### config.mk
export PLATFORM = sky130hd
export DESIGN_NAME = mem_seq_flat
export DESIGN_NICKNAME = d
export VERILOG_FILES = /design/src/rtl/mem_seq_pkg.sv /design/src/rtl/mem_seq_if.sv /design/src/rtl/mem_seq_ram.sv /design/src/rtl/mem_seq.sv /design/src/flat_wrapper.sv
export SDC_FILE = /design/constraint.sdc
export NUM_CORES = 1
export LEC_CHECK = 0
export BUFFER_PORTS_ARGS = -buffer_cell sky130_fd_sc_hd__buf_2
export CAP_MARGIN = 20
export CORE_MARGIN = 5
export CORE_UTILIZATION = 55
export DETAILED_ROUTE_END_ITERATION = 8
export PLACE_DENSITY = 0.69
export SKIP_CTS_REPAIR_TIMING = 1
export SYNTH_ARGS = -nofsm -noshare
export SYNTH_HDL_FRONTEND = slang
export SYNTH_SLANG_ARGS = --single-unit
### constraint.sdc
create_clock -name clk -period 6 [get_ports clk]
set_input_delay 1.2 -clock clk [delete_from_list [all_inputs] [get_ports clk]]
set_output_delay 1.2 -clock clk [all_outputs]
set_load 0.01 [all_outputs]
### src/rtl/mem_seq_pkg.sv
// Shared definitions for the mem_seq block: access-mode encodings and
// default width parameters.
package mem_seq_pkg;

    localparam int DEF_DATA_W = 8;
    localparam int DEF_ADDR_W = 5;

    // Access modes; the reserved encoding behaves as RANDOM.
    typedef enum logic [1:0] {
        MODE_RANDOM  = 2'b00,
        MODE_AUTOINC = 2'b01,
        MODE_FIFO    = 2'b10,
        MODE_RSVD    = 2'b11
    } mode_e;

endpackage

### src/rtl/mem_seq_if.sv
// Request/response bundle of mem_seq. The master drives requests, the
// slave (mem_seq) returns read data, flags and FIFO occupancy.
//
// Handshake: requests (wr_en, rd_en, ptr_load, clr_err) have no ready;
// each is sampled on every rising edge and either accepted or dropped
// (drops in FIFO mode raise err). rdata_valid is a one-cycle valid with
// no ready: it pulses in the cycle right after the edge that accepted a
// read, and rdata holds until the next accepted read.
interface mem_seq_if
    import mem_seq_pkg::*;
#(
    parameter int DATA_W = DEF_DATA_W,
    parameter int ADDR_W = DEF_ADDR_W
);
    logic [1:0]        mode;
    logic              wr_en;
    logic              rd_en;
    logic              ptr_load;
    logic [ADDR_W-1:0] addr;
    logic [DATA_W-1:0] wdata;
    logic              clr_err;
    logic [DATA_W-1:0] rdata;
    logic              rdata_valid;
    logic              full;
    logic              empty;
    logic [ADDR_W:0]   count;
    logic              err;

    modport master (
        output mode, wr_en, rd_en, ptr_load, addr, wdata, clr_err,
        input  rdata, rdata_valid, full, empty, count, err
    );

    modport slave (
        input  mode, wr_en, rd_en, ptr_load, addr, wdata, clr_err,
        output rdata, rdata_valid, full, empty, count, err
    );

endinterface

### src/rtl/mem_seq_ram.sv
// DEPTH x DATA_W storage with a synchronous write port and a registered
// read port. A read and a write to the same word in one cycle return the
// old word. Only the read register is reset; the array is not.
module mem_seq_ram
    import mem_seq_pkg::*;
#(
    parameter int DATA_W = DEF_DATA_W,
    parameter int ADDR_W = DEF_ADDR_W
) (
    input  logic              clk,
    input  logic              rst_n,
    input  logic              we,
    input  logic [ADDR_W-1:0] waddr,
    input  logic [DATA_W-1:0] wdata,
    input  logic              re,
    input  logic [ADDR_W-1:0] raddr,
    output logic [DATA_W-1:0] rdata
);

    logic [DATA_W-1:0] mem [2**ADDR_W];

    // Array write; contents are left uninitialised and survive resets.
    always_ff @(posedge clk) begin
        if (we) begin
            mem[waddr] <= wdata;
        end
    end

    // Read register samples the pre-write contents and holds between reads.
    always_ff @(posedge clk or negedge rst_n) begin
        if (!rst_n) begin
            rdata <= '0;
        end else if (re) begin
            rdata <= mem[raddr];
        end
    end

endmodule

### src/rtl/mem_seq.sv
// Memory sequencer: one RAM accessed as random-access, auto-incrementing
// or FIFO storage. All pointer, mode and flag logic lives here.
module mem_seq
    import mem_seq_pkg::*;
#(
    parameter int DATA_W = DEF_DATA_W,
    parameter int ADDR_W = DEF_ADDR_W
) (
    input  logic     clk,
    input  logic     rst_n,
    mem_seq_if.slave bus
);

    localparam logic [ADDR_W:0]   FULL_CNT = {1'b1, {ADDR_W{1'b0}}};
    localparam logic [ADDR_W-1:0] PTR_ONE  = ADDR_W'(1);
    localparam logic [ADDR_W:0]   CNT_ONE  = (ADDR_W+1)'(1);

    mode_e             mode_q;
    logic [ADDR_W-1:0] ptr;
    logic [ADDR_W-1:0] wr_ptr;
    logic [ADDR_W-1:0] rd_ptr;
    logic [ADDR_W:0]   count_q;
    logic              err_q;
    logic              rvalid_q;

    logic              mode_chg;
    logic              is_fifo;
    logic              cnt_full;
    logic              cnt_empty;
    logic              ram_we;
    logic              ram_re;
    logic [ADDR_W-1:0] ram_waddr;
    logic [ADDR_W-1:0] ram_raddr;
    logic [DATA_W-1:0] ram_rdata;
    logic              push;
    logic              pop;
    logic              err_set;
    logic              ptr_adv;
    logic              ptr_ld;

    assign mode_chg  = (bus.mode != mode_q);
    assign is_fifo   = (mode_q == MODE_FIFO);
    assign cnt_full  = (count_q == FULL_CNT);
    assign cnt_empty = (count_q == '0);

    // Request decode: route addresses and accept/drop requests per mode.
    // A mode-change cycle ignores every request.
    always_comb begin
        ram_we    = 1'b0;
        ram_re    = 1'b0;
        ram_waddr = bus.addr;
        ram_raddr = bus.addr;
        push      = 1'b0;
        pop       = 1'b0;
        err_set   = 1'b0;
        ptr_adv   = 1'b0;
        ptr_ld    = 1'b0;
        if (!mode_chg) begin
            case (mode_q)
                MODE_AUTOINC: begin
                    ram_waddr = ptr;
                    ram_raddr = ptr;
                    if (bus.ptr_load) begin
                        ptr_ld = 1'b1;
                    end else begin
                        ram_we  = bus.wr_en;
                        ram_re  = bus.rd_en;
                        ptr_adv = bus.wr_en | bus.rd_en;
                    end
                end
                MODE_FIFO: begin
                    // A pop frees a slot in the same cycle, so push+pop
                    // on a full FIFO both go through.
                    push      = bus.wr_en & (~cnt_full | bus.rd_en);
                    pop       = bus.rd_en & ~cnt_empty;
                    err_set   = (bus.wr_en & cnt_full & ~bus.rd_en) |
                                (bus.rd_en & cnt_empty);
                    ram_we    = push;
                    ram_re    = pop;
                    ram_waddr = wr_ptr;
                    ram_raddr = rd_ptr;
                end
                default: begin
                    ram_we = bus.wr_en;
                    ram_re = bus.rd_en;
                end
            endcase
        end
    end

    // Mode register, pointers and FIFO occupancy; a mode change clears them.
    always_ff @(posedge clk or negedge rst_n) begin
        if (!rst_n) begin
            mode_q  <= MODE_RANDOM;
            ptr     <= '0;
            wr_ptr  <= '0;
            rd_ptr  <= '0;
            count_q <= '0;
        end else if (mode_chg) begin
            mode_q  <= mode_e'(bus.mode);
            ptr     <= '0;
            wr_ptr  <= '0;
            rd_ptr  <= '0;
            count_q <= '0;
        end else begin
            if (ptr_ld) begin
                ptr <= bus.addr;
            end else if (ptr_adv) begin
                ptr <= ptr + PTR_ONE;
            end
            if (push) begin
                wr_ptr <= wr_ptr + PTR_ONE;
            end
            if (pop) begin
                rd_ptr <= rd_ptr + PTR_ONE;
            end
            if (push && !pop) begin
                count_q <= count_q + CNT_ONE;
            end else if (pop && !push) begin
                count_q <= count_q - CNT_ONE;
            end
        end
    end

    // Sticky error; a new error in the clearing cycle keeps it set.
    always_ff @(posedge clk or negedge rst_n) begin
        if (!rst_n) begin
            err_q <= 1'b0;
        end else if (err_set) begin
            err_q <= 1'b1;
        end else if (bus.clr_err) begin
            err_q <= 1'b0;
        end
    end

    // Read-valid pulse aligned with the RAM read register.
    always_ff @(posedge clk or negedge rst_n) begin
        if (!rst_n) begin
            rvalid_q <= 1'b0;
        end else begin
            rvalid_q <= ram_re;
        end
    end

    mem_seq_ram #(
        .DATA_W (DATA_W),
        .ADDR_W (ADDR_W)
    ) u_ram (
        .clk   (clk),
        .rst_n (rst_n),
        .we    (ram_we),
        .waddr (ram_waddr),
        .wdata (bus.wdata),
        .re    (ram_re),
        .raddr (ram_raddr),
        .rdata (ram_rdata)
    );

    assign bus.rdata       = ram_rdata;
    assign bus.rdata_valid = rvalid_q;
    assign bus.full        = is_fifo & cnt_full;
    assign bus.empty       = is_fifo & cnt_empty;
    assign bus.count       = is_fifo ? count_q : '0;
    assign bus.err         = err_q;

endmodule

### src/flat_wrapper.sv
// flat-port wrapper written by rule: the top's interface ports become plain ports
module mem_seq_flat import mem_seq_pkg::*;
#(
    parameter int DATA_W = DEF_DATA_W,
    parameter int ADDR_W = DEF_ADDR_W
)
  (clk, rst_n, bus_mode, bus_wr_en, bus_rd_en, bus_ptr_load, bus_addr, bus_wdata, bus_clr_err, bus_rdata, bus_rdata_valid, bus_full, bus_empty, bus_count, bus_err);
  mem_seq_if #(.DATA_W(DATA_W), .ADDR_W(ADDR_W)) bus_i ();
  input  logic clk;
  input  logic rst_n;
  input wire logic [$bits(bus_i.mode)-1:0] bus_mode;
  input wire logic [$bits(bus_i.wr_en)-1:0] bus_wr_en;
  input wire logic [$bits(bus_i.rd_en)-1:0] bus_rd_en;
  input wire logic [$bits(bus_i.ptr_load)-1:0] bus_ptr_load;
  input wire logic [$bits(bus_i.addr)-1:0] bus_addr;
  input wire logic [$bits(bus_i.wdata)-1:0] bus_wdata;
  input wire logic [$bits(bus_i.clr_err)-1:0] bus_clr_err;
  output wire logic [$bits(bus_i.rdata)-1:0] bus_rdata;
  output wire logic [$bits(bus_i.rdata_valid)-1:0] bus_rdata_valid;
  output wire logic [$bits(bus_i.full)-1:0] bus_full;
  output wire logic [$bits(bus_i.empty)-1:0] bus_empty;
  output wire logic [$bits(bus_i.count)-1:0] bus_count;
  output wire logic [$bits(bus_i.err)-1:0] bus_err;
  assign bus_i.mode = bus_mode;
  assign bus_i.wr_en = bus_wr_en;
  assign bus_i.rd_en = bus_rd_en;
  assign bus_i.ptr_load = bus_ptr_load;
  assign bus_i.addr = bus_addr;
  assign bus_i.wdata = bus_wdata;
  assign bus_i.clr_err = bus_clr_err;
  assign bus_rdata = bus_i.rdata;
  assign bus_rdata_valid = bus_i.rdata_valid;
  assign bus_full = bus_i.full;
  assign bus_empty = bus_i.empty;
  assign bus_count = bus_i.count;
  assign bus_err = bus_i.err;
  mem_seq #(.DATA_W(DATA_W), .ADDR_W(ADDR_W)) u_core (.clk(clk), .rst_n(rst_n), .bus(bus_i));
endmodule
Yosys cells after proc, flatten, opt, wreduce, memory -nomap -nowiden
Memory sizes are Yosys's and may differ from the RTL's. A register that Yosys moved wholly into a read port is not among the register bits.
Index checks and enable logic that the tools add are counted.
Widths: inputs -> output; s select.
{"block": "totals", "reg_bits": 25, "latchBits": 0, "ramBits": 256, "romBits": 0, "in_bits": 21, "out_inout_bits": 18, "elab_cells": 78, "mem_count": 1}
{"memory": "u_core.u_ram.mem", "depth": 32, "word_bits": 8, "read_ports": 1, "rd_clocked_by_memory_dff": 1, "write_ports": 1, "line": "mem_seq_ram.sv:20", "source": "logic [DATA_W-1:0] mem [2**ADDR_W];"}
{"block": "op_classes", "add_sub_neg": 5, "mul": 0, "n_div": 0, "magnitude_cmp": 0, "eq_ne": 4, "shift": 0, "n_mux": 37, "bitwise": 13, "n_reduce_logical": 11}
{"cell": "$mux 5", "count": 9}
{"cell": "$mux 6", "count": 4}
{"cell": "$mux 1", "count": 20}
{"cell": "$pmux 5 s2", "count": 2}
{"cell": "$add 5x1->5 const B", "count": 3}
{"cell": "$and 1x1->1", "count": 7}
{"cell": "$add 6x1->6 const B", "count": 1}
{"cell": "$eq 6x6->1 const B", "count": 1}
{"cell": "$logic_not 6->1", "count": 1}
{"cell": "$reduce_bool 2->1", "count": 3}
{"cell": "$reduce_bool 3->1", "count": 2}
{"cell": "$sub 6x1->6 const B", "count": 1}
{"cell": "$pmux 1 s2", "count": 2}
{"cell": "$logic_not 1->1", "count": 3}
{"cell": "$not 1->1", "count": 3}
{"cell": "$or 1x1->1", "count": 3}
{"cell": "$eq 2x1->1 const B", "count": 1}
{"cell": "$eq 2x2->1 const B", "count": 1}
{"cell": "$logic_and 1x1->1", "count": 2}
{"cell": "$ne 2x2->1", "count": 1}

Logic depth before layout (Yosys ltp)
Gate-level depths: netlist (run 1).
{"block": "logic_depth", "word_depth": 11, "depth_mapped": 17, "mapped_depth_nobuf": 14}

By module
Synthesis (run 1) repeated with hierarchy kept, for this count alone.
{"block": "unflattened", "cells_unflattened": 795, "hier_area_um2": 12126.6}
{"mod": "mem_seq_ram", "n_inst": 1, "cells_per_inst": 591, "area_per_inst_um2": 10421.2, "seq_area_each_um2": 7887.6}
{"mod": "mem_seq", "n_inst": 1, "cells_per_inst": 204, "area_per_inst_um2": 1705.4, "seq_area_each_um2": 625.6}

Least setup slack after synthesis (run 1)
Ideal clock, no wire load.
{"block": "synth_path", "path_kind": "in2reg", "from": "input bus_mode[1]", "to": "register u_core.count_q[5]", "setup_time_ns": 0.078, "t_arrival_ns": 4.255, "setup_slack_ns": 1.667, "path_stages": 17, "n_path_buf": 4, "cell_sequence": "xnor2_1 -> buf_2 -> buf_1 -> nand2_1 -> clkbuf_1 -> clkbuf_1 -> nor2_1 -> ha_1 -> inv_1 -> ha_1 -> a21o_1 -> a21oi_1 -> o21bai_1 -> a21oi_1 -> xnor2_1 -> or3_1 -> a21oi_1"}
{"block": "synth_between", "elab_chain_len": 6}
{"element": "from (decl)", "line": "flat_wrapper.sv:11", "source": "input wire logic [$bits(bus_i.mode)-1:0] bus_mode;"}
{"element": "$ne 2x2->1 (*)", "line": "mem_seq.sv:41", "source": "assign mode_chg = (bus.mode != mode_q);"}
{"element": "$mux 1", "line": "mem_seq.sv:58", "source": "if (!mode_chg) begin"}
{"element": "$logic_not 1->1", "line": "mem_seq.sv:117", "source": "if (push && !pop) begin"}
{"element": "$logic_and 1x1->1", "line": "mem_seq.sv:117"}
{"element": "$mux 6", "line": "mem_seq.sv:117"}
{"element": "$mux 6", "line": "mem_seq.sv:99", "source": "end else if (mode_chg) begin"}
{"element": "to (signal assigned)", "line": "mem_seq.sv:118", "source": "count_q <= count_q + CNT_ONE;"}
{"element": "to (signal assigned)", "line": "mem_seq.sv:120", "source": "count_q <= count_q - CNT_ONE;"}
{"element": "to (decl)", "line": "mem_seq.sv:22", "source": "logic [ADDR_W:0] count_q;"}
Every way passes the cells marked *; elsewhere a longest branch is shown, timed or not.
A chain may end at the register's enable or synchronous reset.

Worst setup path in the final report (run 1)
{"block": "layout_path", "from": "register u_core.mode_q[0]", "to": "register u_core.u_ram.rdata[2], read port of u_core.u_ram.mem"}
{"block": "layout_between", "elab_chain_len": 3}
{"element": "from (decl)", "line": "mem_seq.sv:18", "source": "mode_e mode_q;"}
{"element": "from (signal assigned)", "line": "mem_seq.sv:100", "source": "mode_q <= mode_e'(bus.mode);"}
{"element": "$eq 2x2->1 / $eq 2x1->1 (equally long branches)", "line": "mem_seq.sv:59", "source": "case (mode_q)"}
{"element": "$pmux 5 s2 / $pmux 1 s2 (equally long branches)", "line": "mem_seq.sv:59"}
{"element": "$mux 5 / $mux 1 (equally long branches)", "line": "mem_seq.sv:58"}
{"element": "to (decl)", "line": "mem_seq_ram.sv:17", "source": "output logic [DATA_W-1:0] rdata"}
Parallel ways exist; a longest one is shown, timed or not.

==> impl_results.md, run 1 <==
- First drt pass iteration count: 6
- Number of nets at the end of the flow: around 1,000
- GRT Total Usage: 24.1%
- CTS tree: done
- Dominant synthesized flop cell: sky130_fd_sc_hd__edfxtp_1
- Proportion of synthesized flip-flops having asynchronous set or reset: 11.4%
- Clock transition at the register clock pins on the worst setup and hold paths after CTS: 0.06 ns
- Commonest cells after routing, fill and taps aside: sky130_fd_sc_hd__edfxtp_1, sky130_fd_sc_hd__nand2_1, sky130_fd_sc_hd__nor2_1, sky130_fd_sc_hd__mux2i_1, sky130_fd_sc_hd__buf_2
- Result of the run: finished, final reports clean
- Residual DRC: 0
- Number of I/O pins: 39
- Number of cell rows: 55
- H-tree levels: 1
- Final setup TNS: 0 ns
- Number of global-route vias before repair: about 7,900
- First-pass GRT wire length: 48,700 um
- Synthesized netlist cell count: approximately 950
- Power Density: between 300 and 400 mW/mm2
- Maximum vdd ir drop: between 0.2 and 0.25 mV
- Placement-stage worst setup slack: around 1.3 ns
- Share of the clock period used by the worst path: 71.7%
- Max Root-Sink Buffers: 3
- Number of library cell types mapped by synthesis: 71
- Post-synthesis average cell area: around 14 um2
- Clock latency on the worst-skew pair: between 0.5 and 0.6 ns
- Reported max-cap violation count: 0
- Final Total Pwr: about 0.0044 W
- Hold Startpoint: u_core.bus.err
- Clock buffers created by TritonCTS: 30
- Clock sinks: 289
- Cell Area, Synth: 0.0128 mm2
- Layout-stage area growth over the synthesis result: 10.7%
- Die area: ~0.026 mm2
- Die Height: 163 um
- Worst reg2reg path startpoint: u_core.mode_q[0]
- Highest Clock Rate: ~0.23 GHz
- PnR worst setup slack: roughly 1.7 ns
- Final critical-path required period: roughly 4.3 ns
- Yosys top cell area share: approximately 60%
- Number of flops mapped to enable cells by yosys: 256
- Routed vias/inst: between 6 and 7
- Worst-Margin Slew: 1.12 ns
- Cell depth of the worst min-delay path: 2
- Number of antenna violations at the first check in global routing: 0
- Largest driver fanout on the critical path: 26
- Layout cell share with drive strength beyond 1: about 13%
- Share of the yosys chip area belonging to registers: between 60% and 70%
- Arrival time at the worst endpoint: around 4.7 ns
- Critical path class: reg -> reg
- Vias: about 8,300
- Synth Register Bits: 289
- Worst clock skew on the final layout: 0.0174 ns
- Fin. Hold Viols: 0
- Startpoint Class: register
- Relative slew slack: between 20 and 30%
- Total congestion overflow: 0
- Leading area contributor after synthesis: sky130_fd_sc_hd__edfxtp_1
- Width of the die: ~160 um
- Ys Warns: 0
- Hold WC Path Type: reg -> reg
- Detailed Route Iter0 Violations: between 900 and 1,000
- Antenna cell count: 0
- Post-Synthesis Net Count: 977
- Post-Place Cells: about 1,300
- Routability congestion estimate: between 0.9 and 1
- Effective utilization at floorplan: 56.3%
- Cell types occupying the most area after synthesis: sky130_fd_sc_hd__edfxtp_1, sky130_fd_sc_hd__dfrtp_1, sky130_fd_sc_hd__mux2i_1, sky130_fd_sc_hd__nand2_1, sky130_fd_sc_hd__nor2_1
- Antenna-violating nets left: 0
- Most common cell after layout, fill and taps aside: sky130_fd_sc_hd__edfxtp_1
- Largest net degree at the start of global routing: 40
- Port buffer count: 38
- RSZ-0062 raised after global routing: no
- Endpoints failing setup: 0
- Half-perimeter wire length after detailed placement: about 20,000 um
- R2R cell count: 9
- Routed wire per std cell: between 20 and 25 um
- P_leak: roughly 4.8 nW
- Reg-to-Reg End: u_core.u_ram.rdata[2]
- WP data required: roughly 6.4 ns
- CP Capture Type: register
- Destination of the worst hold path: u_core.bus.err
- Final std cells w/o fill: 1,307
- Reg2reg setup slack: around 1.7 ns
- Number of max-slew violations in the final report: 0
- Cell at the root of the clock tree: sky130_fd_sc_hd__clkbuf_16
- Final wirelength: around 32,000 um
- Area of the core: 0.0228 mm2
==> synthesized netlist by cell type (16+ instances only) <==
master	count
sky130_fd_sc_hd__edfxtp_1	256
sky130_fd_sc_hd__nand2_1	76
sky130_fd_sc_hd__nor2_1	73
sky130_fd_sc_hd__mux2i_1	66
sky130_fd_sc_hd__clkbuf_1	37
sky130_fd_sc_hd__dfrtp_1	33
sky130_fd_sc_hd__a211oi_1	27
sky130_fd_sc_hd__o211ai_1	26
sky130_fd_sc_hd__a21oi_1	22
sky130_fd_sc_hd__nand3_1	22
sky130_fd_sc_hd__nand4_1	17
sky130_fd_sc_hd__buf_2	16
sky130_fd_sc_hd__inv_1	16
==> metal layers <==
| layer | track usage (%) | vias up | wire length, um |
|---|---|---|---|
| met1 | 36.9 | 4133 | 14000 |
| met5 | 0 | - | 0 |
| li1 | - | 3765 | - |
| met2 | 35.4 | 388 | 14300 |
| met3 | 5.37 | 53 | 3000 |
| met4 | 6.02 | 0 | 771 |
==> where the power goes <==
group          total [W]  internal (W)  switching (W)
logic           0.000478      0.000151       0.000327
registers        0.00225       0.00222      0.0000304
clock network    0.00169      0.000951       0.000736
total            0.00442       0.00333        0.00109
==> kinds of logic (layout without fill, tap and decap cells) <==
group | after synthesis | count (layout) | synth area share (%)
simple gates | 239 | 239 | 8.53
buf+inv | 82 | 131 | 2.91
mux | 73 | 73 | 5.77
fa+ha+maj | 11 | 11 | 1.13
xor+xnor | 17 | 17 | 1.16
compound gates | 234 | 234 | 14.1
flops | 289 | 289 | 66.4
==> state kept, by name, indices dropped and copies added, names as in the netlist <==
signal	flops
u_core.u_ram.mem	256
u_core.rd_ptr	5
u_core.mode_q	2
u_core.wr_ptr	5
u_core.ptr	5
u_core.bus.rdata_valid	1
u_core.bus.err	1
u_core.count_q	6
u_core.u_ram.rdata	8
==> worst max-delay path by stage <==
stage                            end              from  slack, ns  cells past startpoint
2_1_floorplan      u_core.count_q[5]       bus_mode[1]       1.67                     17
3_3_place_gp   u_core.u_ram.rdata[4]       bus_mode[1]       1.11                      9
3_5_place_dp       u_core.count_q[5]       bus_mode[0]       1.32                     14
4_1_cts        u_core.u_ram.rdata[0]  u_core.mode_q[0]       1.77                      8
5_1_grt            u_core.count_q[5]       bus_mode[0]       1.38                     14
6_report       u_core.u_ram.rdata[2]  u_core.mode_q[0]       1.70                      9
==> stage by stage <==
step           instance area, um2  hold WS, ns  utilization (%)
2_1_floorplan               12800        0.492                -
3_3_place_gp                13300        0.514             58.3
3_5_place_dp                13300        0.519             58.4
4_1_cts                     14200        0.536             62.3
5_1_grt                     14200        0.570             62.3
6_report                    14200        0.529             62.3
==> cell type report <==
type | instances | area (um2)
clock buffers | 40 | 820
clock inverters | 15 | 68.8
fillers | 1706 | 8580
inverters | 17 | 63.8
multi-input cells | 574 | 3970
flip-flops and latches | 289 | 8510
well taps | 313 | 392
repair buffers | 59 | 365
==> critical path: stages, from the launching register on <==
cell	delay [ns]
sky130_fd_sc_hd__dfrtp_1	0.45
sky130_fd_sc_hd__inv_1	0.07
sky130_fd_sc_hd__ha_1	0.67
sky130_fd_sc_hd__o31ai_4	0.76
sky130_fd_sc_hd__and2_1	0.73
sky130_fd_sc_hd__buf_4	0.39
sky130_fd_sc_hd__a211oi_1	0.14
sky130_fd_sc_hd__o32ai_1	0.52
sky130_fd_sc_hd__nor3_1	0.19
sky130_fd_sc_hd__a211oi_1	0.24
No activity file was read; power rests on OpenSTA's default activity.
==> run 2, diff against run 1 <==
--- a/config.mk
+++ b/config.mk
@@ -5,12 +5,13 @@
 export SDC_FILE = /design/constraint.sdc
 export NUM_CORES = 1
 export LEC_CHECK = 0
+export ABC_AREA = 1
 export BUFFER_PORTS_ARGS = -buffer_cell sky130_fd_sc_hd__buf_2
 export CAP_MARGIN = 20
 export CORE_MARGIN = 5
 export CORE_UTILIZATION = 55
 export DETAILED_ROUTE_END_ITERATION = 8
-export PLACE_DENSITY = 0.69
+export PLACE_DENSITY = 0.72
 export SKIP_CTS_REPAIR_TIMING = 1
 export SYNTH_ARGS = -nofsm -noshare
 export SYNTH_HDL_FRONTEND = slang
==> constraint.sdc (replaced) <==
create_clock -name clk -period 3.47 [get_ports clk]
set_input_delay 0.694 -clock clk [delete_from_list [all_inputs] [get_ports clk]]
set_output_delay 0.694 -clock clk [all_outputs]
set_load 0.01 [all_outputs]
==> impl_results.md, run 2 <==
- Cell types occupying the most area after synthesis: sky130_fd_sc_hd__edfxtp_1, sky130_fd_sc_hd__nand3_1, sky130_fd_sc_hd__nand2_1, sky130_fd_sc_hd__dfrtp_1, sky130_fd_sc_hd__inv_1
- Routed vias/inst: 5.66 (-11%)
- Final setup TNS: 0 ns (unchanged)
- Post-Synthesis Net Count: 1,365 (+40%)
- Max Root-Sink Buffers: 3 (unchanged)
- Number of cell rows: 57 (+3.6%)
- Final wirelength: 33,500 um (+4.6%)
- Global routing usage on met3: 3.27% (-2.1 points)
- Worst clock skew on the final layout: 0.00968 ns (-0.00768 ns)
- Power Density: 523 mW/mm2 (+68%)
- Detailed Route Iter0 Violations: 1,314 (+32%)
- CTS tree: done
- Die area: 0.0278 mm2 (+5.0%)
- WP data required: 3.90 ns (-2.54 ns)
- Worst-Margin Slew: 0.890 ns (-0.233 ns)
- First drt pass iteration count: 6 (unchanged)
- CP Capture Type: register
- Largest registers ranked by flip-flop count: u_core.u_ram.mem (256), u_core.u_ram.rdata (8), u_core.count_q (6)
- Fraction of power consumed by sequential logic: 49.5% (-1.5 points)
- Layout cell share with drive strength beyond 1: 10.5% (-2.0 points)
- Number of flops mapped to enable cells by yosys: 256 (unchanged)
- Cell area reported after detailed placement: 0.0141 mm2 (+6.3%)
- GR met2 Demand/Resource: 38.5% (+3.1 points)
- Routed wire per std cell: 19.4 um (-21%)
- Part of the total power dissipated in combinational logic: 12.3% (+1.5 points)
- H-tree levels: 1 (unchanged)
- Cell Area, Synth: 0.0135 mm2 (+5.3%)
- Total congestion overflow: 0 (unchanged)
- Width of the die: 167 um (+2.5%)
- Endpoints failing setup: 0 (unchanged)
- Final critical-path required period: 3.05 ns (-1.25 ns)
- Proportion of synthesized flip-flops having asynchronous set or reset: 11.4% (unchanged)
- Area of the core: 0.0242 mm2 (+6.5%)
- Routability congestion estimate: 0.893 (-4.5%)
- Leading area contributor after synthesis: sky130_fd_sc_hd__edfxtp_1
- Ys Warns: 0 (unchanged)
- P_leak: 6.31 nW (+30%)
- Reported max-cap violation count: 0 (unchanged)
- Cell at the root of the clock tree: sky130_fd_sc_hd__clkbuf_16
- Vias: 9,789 (+17%)
- Post-synthesis average cell area: 10.1 um2 (-25%)
- Hold WC Path Type: in -> async
- Library cell with the highest instance count after synthesis: sky130_fd_sc_hd__nand3_1
- Synth Register Bits: 289 (unchanged)
- Critical path class: reg -> reg
- Number of I/O pins: 39 (unchanged)
- Busiest metal layer after global routing: met2
- Residual DRC: 0 (unchanged)
- Clock latency on the worst-skew pair: 0.55 ns (about the same)
- Highest Clock Rate: 0.328 GHz (+41%)
- Worst hold margin: 0.248 ns (-0.280 ns)
- Die Height: 167 um (+2.5%)
- RSZ-0062 raised after global routing: no
- Relative slew slack: 40.7% (+16 points)
- Share of the clock period used by the worst path: 88.0% (+16 points)
- Startpoint Class: register
- Final Total Pwr: 0.00789 W (+78%)
- Share of the yosys chip area belonging to registers: 63.0% (-3.4 points)
- Most common cell after layout, fill and taps aside: sky130_fd_sc_hd__nand3_1
- Number of max-slew violations in the final report: 0 (unchanged)
- Fin. Hold Viols: 0 (unchanged)
- Commonest cells after routing, fill and taps aside: sky130_fd_sc_hd__nand3_1, sky130_fd_sc_hd__edfxtp_1, sky130_fd_sc_hd__nand2_1, sky130_fd_sc_hd__inv_1, sky130_fd_sc_hd__nand3b_1
- Flip-flop count of the largest register after layout: 256 (unchanged)
- Clock transition at the register clock pins on the worst setup and hold paths after CTS: 0.06 ns (about the same)
- Number of global-route vias before repair: 9,362 (+18%)
- Number of antenna violations at the first check in global routing: 0 (unchanged)
- Top reg by flops: u_core.u_ram.mem
- Number of library cell types mapped by synthesis: 29 (-59%)
- Largest net degree at the start of global routing: 73 (+83%)
- Pint: 0.00587 W (+77%)
- GRT met1 Usage: 35.2% (-1.7 points)
- Antenna-violating nets left: 0 (unchanged)
- Half-perimeter wire length after detailed placement: 20,600 um (+0.44%)
- Maximum vdd ir drop: 0.397 mV (+67%)
- GRT Total Usage: 23.8% (-0.31 points)
- Number of nets at the end of the flow: 1,413 (+41%)
- Synthesized netlist cell count: 1,333 (+41%)
- Clock power share: 38.2% (about the same)
- Dominant synthesized flop cell: sky130_fd_sc_hd__edfxtp_1
- Antenna cell count: 0 (unchanged)
- Largest driver fanout on the critical path: 8 (-69%)
- R2R cell count: 18 (+9)
- Switching power: 0.00201 W (+84%)
- Layout-stage area growth over the synthesis result: 11.5%
- Yosys top cell area share: 56.9% (-3.0 points)
- Effective utilization at floorplan: 55.7% (-0.59 points)
- Fill cells: 1,961 (+15%)
- Clock sinks: 289 (unchanged)
- Result of the run: finished, final reports clean
- First-pass GRT wire length: 52,800 um (+8.3%)
- Commonest cells in the netlist: sky130_fd_sc_hd__nand3_1, sky130_fd_sc_hd__edfxtp_1, sky130_fd_sc_hd__nand2_1, sky130_fd_sc_hd__inv_1, sky130_fd_sc_hd__nand3b_1
- Share of total power consumed by net switching: 25.5% (+0.80 points)
- Arrival time at the worst endpoint: 3.48 ns (-1.26 ns)
- Final Cell Area: 0.0151 mm2 (+6.2%)
- Clock buffers created by TritonCTS: 29 (-3.3%)
- Port buffer count: 38 (unchanged)
run 2: metrics by stage:
step	util [%]	setup slack (ns)	instances
after floorplan	-	0.761	1333
after global placement	58.2	0.201	1673
after detailed placement	58.3	0.191	1674
after CTS	62.1	0.172	1728
after global routing	62.1	0.0496	1728
final	62.1	0.417	1728
run 2: logic make-up (layout without fill, tap and decap cells):
| logic type | after synthesis | in the layout | synth area share (%) |
|---|---|---|---|
| DFF | 289 | 289 | 63.0 |
| adders and majority gates | 11 | 11 | 1.07 |
| buffers and inverters | 289 | 360 | 9.10 |
| and+or+nand+nor | 683 | 683 | 24.1 |
| AOI/OAI and AO/OA | 55 | 55 | 2.33 |
| xor gates and xnor gates | 6 | 6 | 0.389 |
run 2: path summary, 6_finish.rpt:
check,from,end,slack (ns)
min in group clk,bus_mode[1],u_core.mode_q[1],0.30
worst min register to register,u_core.rd_ptr[4],u_core.rd_ptr[4],0.48
worst max-delay path,u_core.mode_q[0],u_core.count_q[5],0.42
worst min-delay path,rst_n,u_core.mode_q[0],0.25
max in group asynchronous,rst_n,u_core.u_ram.rdata[6],2.68
worst max register to register,u_core.mode_q[0],u_core.count_q[5],0.42
run 2: power by group through the flow:
stage | Sequential [W] | Combinational [W] | Clock, W
after floorplan | 0.00396 | 0.000611 | 0
after global placement | 0.00397 | 0.000943 | 0
after detailed placement | 0.00397 | 0.000956 | 0
after CTS | 0.00390 | 0.000959 | 0.00305
after global routing | 0.00391 | 0.00106 | 0.00323
final | 0.00391 | 0.000971 | 0.00301
run 2: final cells by class:
cell class,count,area [um2],area share (%)
clock buffers,40,797,5.29
repair buffers,86,601,3.99
well taps,324,405,2.69
clock inverters,14,116,0.772
flip-flops and latches,289,8510,56.5
multi-input cells,755,3810,25.3
inverters,220,826,5.48
run 2: routing by layer:
layer	vias up	share of wire [%]
met2	462	48
li1	4584	-
met3	38	8.7
met4	0	1.5
met5	-	0
met1	4705	42
run 2: critical path, cell delays in order, from the launching register on:
cell and delay [ns]:
sky130_fd_sc_hd__dfrtp_1 0.42, sky130_fd_sc_hd__inv_1 0.15, sky130_fd_sc_hd__ha_4 0.21, sky130_fd_sc_hd__inv_1 0.14, sky130_fd_sc_hd__nor2_1 0.20, sky130_fd_sc_hd__inv_1 0.11, sky130_fd_sc_hd__nor2_2 0.15, sky130_fd_sc_hd__inv_1 0.06
sky130_fd_sc_hd__ha_1 0.25, sky130_fd_sc_hd__inv_1 0.15, sky130_fd_sc_hd__ha_1 0.24, sky130_fd_sc_hd__a21oi_1 0.16, sky130_fd_sc_hd__nor2_1 0.06, sky130_fd_sc_hd__nor2_1 0.11, sky130_fd_sc_hd__nor2_1 0.07, sky130_fd_sc_hd__o21ai_0 0.14
sky130_fd_sc_hd__nand2_1 0.09, sky130_fd_sc_hd__xor2_1 0.14, sky130_fd_sc_hd__o22ai_1 0.08
